### src/rtl/frame_tx_scheduler.sv
// ---------------------------------------------------------------------------
// frame_tx_scheduler
// Transmit-side frame controller for the serial Hamming link. Every frame is
// FRAME_LEN bits long. It starts with the HEAD_LEN-bit head pattern. The head
// is followed by (FRAME_LEN-HEAD_LEN)/CW_LEN codeword slots.
//
// Codewords are pulled from the encoder with a valid/ready handshake. Each
// codeword is serialised MSB first onto data_out. When the encoder has
// nothing to offer at a slot start, an all-zero codeword is sent in its
// place. The all-zero word is itself a legal Hamming(7,4) codeword.
//
// The frame period and head format match the receive-side frame
// synchronizer. Because no bit stuffing is performed, the payload may
// reproduce the head pattern.
// ---------------------------------------------------------------------------
module frame_tx_scheduler #(
    parameter int                    FRAME_LEN    = 64,
    parameter int                    HEAD_LEN     = 8,
    parameter logic [HEAD_LEN-1:0]   HEAD_PATTERN = 8'b01111110,
    parameter int                    CW_LEN       = 7
) (
    input  logic              clk_out,
    input  logic              rst,
    input  logic              enable,
    input  logic [CW_LEN-1:0] cw_in,
    input  logic              cw_valid,
    output logic              cw_ready,
    output logic              data_out,
    output logic              frame_start,
    output logic [1:0]        tx_state,
    output logic [15:0]       frame_cnt,
    output logic [15:0]       idle_cw_cnt
);

    localparam int POS_W   = $clog2(FRAME_LEN);
    localparam int SLOT_W  = $clog2(CW_LEN);
    localparam int HIDX_W  = $clog2(HEAD_LEN);
    localparam int SHIFT_W = CW_LEN - 1;

    typedef enum logic [1:0] {
        ST_IDLE    = 2'b00,
        ST_HEAD    = 2'b01,
        ST_PAYLOAD = 2'b10
    } tx_state_e;

    // Head bit selected by the frame position (head is sent MSB first).
    function automatic logic head_bit(input logic [POS_W-1:0] p);
        logic [HIDX_W-1:0] idx;
        idx = HIDX_W'(HEAD_LEN - 1) - p[HIDX_W-1:0];
        return HEAD_PATTERN[idx];
    endfunction

    // ---------------------------------------------------------------------
    // State and datapath registers
    // ---------------------------------------------------------------------
    tx_state_e          state_r;
    tx_state_e          state_nxt_s;
    logic [POS_W-1:0]   pos_r;
    logic [POS_W-1:0]   pos_nxt_s;
    logic [SLOT_W-1:0]  slot_bit_r;
    logic [SLOT_W-1:0]  slot_bit_nxt_s;
    logic [SHIFT_W-1:0] shift_r;
    logic [SHIFT_W-1:0] shift_nxt_s;
    logic               data_out_r;
    logic               data_nxt_s;
    logic               frame_start_r;
    logic               frame_start_nxt_s;
    logic [15:0]        frame_cnt_r;
    logic [15:0]        idle_cw_cnt_r;

    // Decoded conditions
    logic               head_last_s;
    logic               frame_last_s;
    logic               slot_start_s;
    logic               frame_done_s;
    logic               idle_ins_s;

    // Decode the frame position into head-end, frame-end and slot-start.
    always_comb begin
        head_last_s  = (pos_r == POS_W'(HEAD_LEN - 1));
        frame_last_s = (pos_r == POS_W'(FRAME_LEN - 1));
        slot_start_s = (state_r == ST_PAYLOAD) && (slot_bit_r == SLOT_W'(0));
    end

    // FSM state register; the reset aborts any frame in progress.
    always_ff @(posedge clk_out or posedge rst) begin
        if (rst) begin
            state_r <= ST_IDLE;
        end else begin
            state_r <= state_nxt_s;
        end
    end

    // FSM next state. Enable is only looked at in IDLE and on the last bit
    // of a frame, so a started frame always runs to completion.
    always_comb begin
        state_nxt_s = state_r;
        case (state_r)
            ST_IDLE: begin
                if (enable) begin
                    state_nxt_s = ST_HEAD;
                end else begin
                    state_nxt_s = ST_IDLE;
                end
            end
            ST_HEAD: begin
                if (head_last_s) begin
                    state_nxt_s = ST_PAYLOAD;
                end else begin
                    state_nxt_s = ST_HEAD;
                end
            end
            ST_PAYLOAD: begin
                if (frame_last_s) begin
                    if (enable) begin
                        state_nxt_s = ST_HEAD;
                    end else begin
                        state_nxt_s = ST_IDLE;
                    end
                end else begin
                    state_nxt_s = ST_PAYLOAD;
                end
            end
            default: begin
                state_nxt_s = ST_IDLE;
            end
        endcase
    end

    // Datapath next values: position, slot phase, shifter, serial bit and
    // frame_start, plus the counter increment strobes.
    always_comb begin
        pos_nxt_s         = pos_r;
        slot_bit_nxt_s    = slot_bit_r;
        shift_nxt_s       = shift_r;
        data_nxt_s        = data_out_r;
        frame_start_nxt_s = 1'b0;
        frame_done_s      = 1'b0;
        idle_ins_s        = 1'b0;
        case (state_r)
            ST_IDLE: begin
                // Line held low; the entry edge into HEAD drives no bit.
                pos_nxt_s      = POS_W'(0);
                slot_bit_nxt_s = SLOT_W'(0);
                shift_nxt_s    = SHIFT_W'(0);
                data_nxt_s     = 1'b0;
            end
            ST_HEAD: begin
                data_nxt_s        = head_bit(pos_r);
                frame_start_nxt_s = (pos_r == POS_W'(0));
                pos_nxt_s         = pos_r + POS_W'(1);
                slot_bit_nxt_s    = SLOT_W'(0);
            end
            ST_PAYLOAD: begin
                if (slot_start_s) begin
                    if (cw_valid) begin
                        data_nxt_s  = cw_in[CW_LEN-1];
                        shift_nxt_s = cw_in[CW_LEN-2:0];
                    end else begin
                        // Underflow: send the all-zero codeword instead.
                        data_nxt_s  = 1'b0;
                        shift_nxt_s = SHIFT_W'(0);
                        idle_ins_s  = 1'b1;
                    end
                end else begin
                    data_nxt_s  = shift_r[SHIFT_W-1];
                    shift_nxt_s = {shift_r[SHIFT_W-2:0], 1'b0};
                end
                if (slot_bit_r == SLOT_W'(CW_LEN - 1)) begin
                    slot_bit_nxt_s = SLOT_W'(0);
                end else begin
                    slot_bit_nxt_s = slot_bit_r + SLOT_W'(1);
                end
                if (frame_last_s) begin
                    pos_nxt_s    = POS_W'(0);
                    frame_done_s = 1'b1;
                end else begin
                    pos_nxt_s    = pos_r + POS_W'(1);
                end
            end
            default: begin
                pos_nxt_s      = POS_W'(0);
                slot_bit_nxt_s = SLOT_W'(0);
                shift_nxt_s    = SHIFT_W'(0);
                data_nxt_s     = 1'b0;
            end
        endcase
    end

    // Position, slot phase and codeword shift register.
    always_ff @(posedge clk_out or posedge rst) begin
        if (rst) begin
            pos_r      <= POS_W'(0);
            slot_bit_r <= SLOT_W'(0);
            shift_r    <= SHIFT_W'(0);
        end else begin
            pos_r      <= pos_nxt_s;
            slot_bit_r <= slot_bit_nxt_s;
            shift_r    <= shift_nxt_s;
        end
    end

    // Registered serial line and frame-start marker.
    always_ff @(posedge clk_out or posedge rst) begin
        if (rst) begin
            data_out_r    <= 1'b0;
            frame_start_r <= 1'b0;
        end else begin
            data_out_r    <= data_nxt_s;
            frame_start_r <= frame_start_nxt_s;
        end
    end

    // Completed-frame counter; wraps naturally at 16 bits.
    always_ff @(posedge clk_out or posedge rst) begin
        if (rst) begin
            frame_cnt_r <= 16'd0;
        end else if (frame_done_s) begin
            frame_cnt_r <= frame_cnt_r + 16'd1;
        end else begin
            frame_cnt_r <= frame_cnt_r;
        end
    end

    // Idle-codeword insertion counter; wraps naturally at 16 bits.
    always_ff @(posedge clk_out or posedge rst) begin
        if (rst) begin
            idle_cw_cnt_r <= 16'd0;
        end else if (idle_ins_s) begin
            idle_cw_cnt_r <= idle_cw_cnt_r + 16'd1;
        end else begin
            idle_cw_cnt_r <= idle_cw_cnt_r;
        end
    end

    // ready is combinational so the encoder can hand over a word on the
    // same edge that starts the slot.
    assign cw_ready    = slot_start_s;
    assign data_out    = data_out_r;
    assign frame_start = frame_start_r;
    assign tx_state    = state_r;
    assign frame_cnt   = frame_cnt_r;
    assign idle_cw_cnt = idle_cw_cnt_r;

endmodule

### config.mk
export PLATFORM = sky130hd
export DESIGN_NAME = frame_tx_scheduler
export DESIGN_NICKNAME = d
export VERILOG_FILES = /design/src/rtl/frame_tx_scheduler.sv
export SDC_FILE = /design/constraint.sdc
export NUM_CORES = 1
export LEC_CHECK = 0
export CAP_MARGIN = 30
export CORE_UTILIZATION = 45
export DETAILED_ROUTE_END_ITERATION = 16
export HOLD_SLACK_MARGIN = 0.06
export PLACE_DENSITY = 0.77
export SLEW_MARGIN = 15
export SYNTH_ARGS = -nofsm -noshare
export SYNTH_HDL_FRONTEND = slang
export SYNTH_SLANG_ARGS = --single-unit
### constraint.sdc
create_clock -name clk_out -period 2.69 [get_ports clk_out]
set_clock_uncertainty 0.2 [all_clocks]
set_input_delay 0.538 -clock clk_out [delete_from_list [all_inputs] [get_ports clk_out]]
set_output_delay 0.538 -clock clk_out [all_outputs]
set_load 0.03 [all_outputs]
==> impl_metrics.env <==
export IMPL_chipWidth_um=75.8
export IMPL_placement_rows=26
export IMPL_boundaryPins=48
export IMPL_sequential_cell_area_mm2=0.00128
export IMPL_run_status="finished clean"
export IMPL_drive_gt1_share_pct=7.69
export IMPL_transition_time_at_the_pin_with_the_least_slew_margin_ps=541
export IMPL_syn_nets=254
export IMPL_layoutNonFillerInstCount=356
export IMPL_dieArea_mm2=0.00574
export IMPL_portBuffers=47
export IMPL_grt_setup_unrepaired="no"
export IMPL_flow_area_growth_from_synthesis_pct=28.0
export IMPL_multi_input_comb_area_mm2=0.00108
export IMPL_mostFrequentLayoutCell="sky130_fd_sc_hd__dfrtp_1"
export IMPL_core_area_mm2=0.00517
export IMPL_hold_path_end="frame_cnt[15]"
export IMPL_clkSinkCount=51
export IMPL_post_synthesis_cell_type_with_the_largest_combined_area="sky130_fd_sc_hd__dfrtp_1"
export IMPL_hold_path_startpoint="frame_cnt[15]"
export IMPL_global_route_wire_length_before_repair_mm=8.05
export IMPL_ys_warn_count=0
export IMPL_maxCapViolCount=0
export IMPL_report_final_slew_viol_count=0
export IMPL_regToRegStartpoint="tx_state[0]"
export IMPL_ys_seq_elements=51
export IMPL_first_global_vias=1714
export IMPL_switching_power_w=0.000384
export IMPL_nNetsFinal=305
export IMPL_hold_depth=1
export IMPL_power_share_sequential_pct=50.5
export IMPL_clock_fmax_ghz=0.388
export IMPL_clock_path_buffers=2
export IMPL_synth_edff_count=0
export IMPL_synth_async_sr_flop_share_pct=100
export IMPL_critPathCaptureType="output port"
export IMPL_drt_first_iter_violations=136
export IMPL_die_span_y_um=75.8
export IMPL_library_cells_used_by_synthesis=34
export IMPL_intPower_w=0.00125
export IMPL_grt_remaining_overflow=0
export IMPL_globalplace_congestion=0.783
export IMPL_grt_max_degree=23
export IMPL_final_min_period_over_clock_period_pct=95.7
export IMPL_worst_setup_hold_path_clk_slew_ps=90
export IMPL_number_of_buffers_added_for_setup_after_cts=0
export IMPL_slew_headroom_pct=63.6
export IMPL_worst_setup_path_class="flop to output port"
export IMPL_power_per_cell_area_mw_per_mm2=523
export IMPL_timing_setup_tns_ps=0
export IMPL_tritoncts_clock_tree="done"
export IMPL_ranking_of_synthesized_cells_by_area="sky130_fd_sc_hd__dfrtp_1, sky130_fd_sc_hd__xor2_1, sky130_fd_sc_hd__xnor2_1, sky130_fd_sc_hd__ha_1, sky130_fd_sc_hd__nand2_1"
export IMPL_route_detailed_vias_per_inst=5.11
export IMPL_worst_ep_arrival_time_ps=1840
export IMPL_vdd_drop_max_v=0.000355
export IMPL_setup_worst_path_start_class="flop"
export IMPL_antenna_cells_inserted=0
export IMPL_rr_endpoint="idle_cw_cnt[12]"
export IMPL_sw_frac_of_total_pct=23.4
export IMPL_clk_latency_ps=300
export IMPL_combPwrFrac_pct=11.7
export IMPL_antenna_found_initial=0
export IMPL_root_buffer="sky130_fd_sc_hd__clkbuf_8"
export IMPL_most_common_layout_cells="sky130_fd_sc_hd__dfrtp_1, sky130_fd_sc_hd__clkdlybuf4s50_1, sky130_fd_sc_hd__nand2_1, sky130_fd_sc_hd__xor2_1"
export IMPL_vias=1819
export IMPL_clock_power_share_pct=37.8
export IMPL_r2r_slack_ps=210
export IMPL_hold_path_class="flop to flop"
export IMPL_drc=0
export IMPL_total_leakage_power_nw=1.46
export IMPL_detail_route_wirelength_mm=4.76
export IMPL_synth_top_cell_area_share_pct=52.1
export IMPL_total_routing_usage_reported_by_global_routing_pct=18.6
export IMPL_detail_route_first_pass_iterations=4
export IMPL_post_synth_instance_area_mm2=0.00245
export IMPL_number_of_hold_slack_violations_in_the_final_timing_report=0
export IMPL_n_fill_cell=424
export IMPL_synth_ff_type="sky130_fd_sc_hd__dfrtp_1"
export IMPL_finalCoreUtilization_pct=60.6
export IMPL_numPlacedInstances=348
export IMPL_seq_area_frac_synth_pct=52.1
export IMPL_worst_endpoint_required_ps=1950
export IMPL_post_synth_cell_area_avg_um2=10.5
export IMPL_place_hpwl_mm=3.52
export IMPL_cts_buffers_inserted=5
export IMPL_start_util_pct=47.3
export IMPL_post_drt_wl_per_cell_um=13.4
export IMPL_cts_max_level=2
export IMPL_r2r_cells=6
export IMPL_post_route_min_period_ps=2570
export IMPL_path_max_fanout=5
export IMPL_setup_viol=0
export IMPL_route_antenna_remaining_nets=0
export IMPL_synth_cells=234
-- stage by stage --
stage / total power (W) / setup slack (ps) / area, µm² / hold slack [ps]
3_5_place_dp: 0.00104 / 256 / 3000 / 260
3_3_place_gp: 0.00103 / 318 / 3000 / 257
5_1_grt: 0.00170 / 18.4 / 3130 / 295
2_1_floorplan: 0.000943 / 88.1 / 2450 / 242
4_1_cts: 0.00165 / 46.8 / 3130 / 274
6_report: 0.00164 / 115 / 3130 / 268
-- logic make-up (layout without fill, tap and decap cells) --
kind of cell / after synthesis / in the layout / share of synthesized area [%]
AO/OA/AOI/OAI: 23 / 23 / 5.26
XOR/XNOR: 33 / 33 / 11.8
adder cells (fa/ha/maj): 9 / 9 / 4.60
buffers and inverters: 21 / 73 / 3.83
flip-flops: 51 / 51 / 52.1
multiplexers: 5 / 5 / 2.15
AND/OR/NAND/NOR: 92 / 92 / 20.2
-- flip-flops by register name, indices dropped and copies added, names as in the netlist --
register,flops
frame_cnt,16
tx_state,2
pos_r,6
slot_bit_r,3
frame_start,1
idle_cw_cnt,16
shift_r,6
data_out,1
-- area by class of cell --
cell class / instances / share of cell area [%]
well taps: 70 / 2.80
inverters: 12 / 1.44
clock buffers: 6 / 2.32
clock inverters: 2 / 1.92
multi-input cells: 162 / 34.4
repair buffers: 53 / 16.4
flip-flops and latches: 51 / 40.7
-- Yosys cell counts, types with 2 or more instances --
master                     number
sky130_fd_sc_hd__a21boi_0       2
sky130_fd_sc_hd__a21oi_1        7
sky130_fd_sc_hd__and2_1         3
sky130_fd_sc_hd__and3_1        10
sky130_fd_sc_hd__and4_1         2
sky130_fd_sc_hd__buf_6          2
sky130_fd_sc_hd__clkbuf_1       7
sky130_fd_sc_hd__dfrtp_1       51
sky130_fd_sc_hd__ha_1           9
sky130_fd_sc_hd__inv_1         12
sky130_fd_sc_hd__mux2_2         2
sky130_fd_sc_hd__mux2i_1        3
sky130_fd_sc_hd__nand2_1       20
sky130_fd_sc_hd__nand2b_1       2
sky130_fd_sc_hd__nand3_1       10
sky130_fd_sc_hd__nand4_1        8
sky130_fd_sc_hd__nor2_1        15
sky130_fd_sc_hd__nor3_1        10
sky130_fd_sc_hd__nor4_1         3
sky130_fd_sc_hd__o21ai_0       11
sky130_fd_sc_hd__xnor2_1       15
sky130_fd_sc_hd__xor2_1        18
-- critical path: stages, from the launching register on --
cell and delay (ps):
sky130_fd_sc_hd__dfrtp_1 420, sky130_fd_sc_hd__inv_1 90, sky130_fd_sc_hd__ha_1 160, sky130_fd_sc_hd__or4b_1 560, sky130_fd_sc_hd__inv_2 140, sky130_fd_sc_hd__buf_4 170
-- power by group through the flow --
| stage | Combinational [W] | Sequential, W | Clock, W |
|---|---|---|---|
| 2_1_floorplan | 0.0000471 | 0.000896 | 0 |
| 3_3_place_gp | 0.000190 | 0.000844 | 0 |
| 3_5_place_dp | 0.000194 | 0.000844 | 0 |
| 4_1_cts | 0.000195 | 0.000828 | 0.000631 |
| 5_1_grt | 0.000206 | 0.000833 | 0.000661 |
| 6_report | 0.000192 | 0.000828 | 0.000618 |
-- worst max path at each step --
stage,from,to,slack (ps),cells past startpoint
after CTS,tx_state[0],cw_ready,50,5
after global routing,tx_state[0],cw_ready,20,5
after floorplan,tx_state[0],idle_cw_cnt[14],90,8
after detailed placement,tx_state[0],idle_cw_cnt[12],260,6
final,tx_state[0],cw_ready,120,5
after global placement,tx_state[0],idle_cw_cnt[14],320,6
-- layer usage --
| layer | share of wire [%] | GRT usage [%] |
|---|---|---|
| met2 | 49 | 30.5 |
| met4 | 1.8 | 5.56 |
| met3 | 2.7 | 3.57 |
| met1 | 46 | 25.0 |
| met5 | 0 | 0 |
-- what timing repair did --
item                       in CTS  in global routing
setup endpoints to repair       0                  1
hold buffers                    0                  0
gates resized for setup         0                  1
Power figures use the tool's default switching activity.
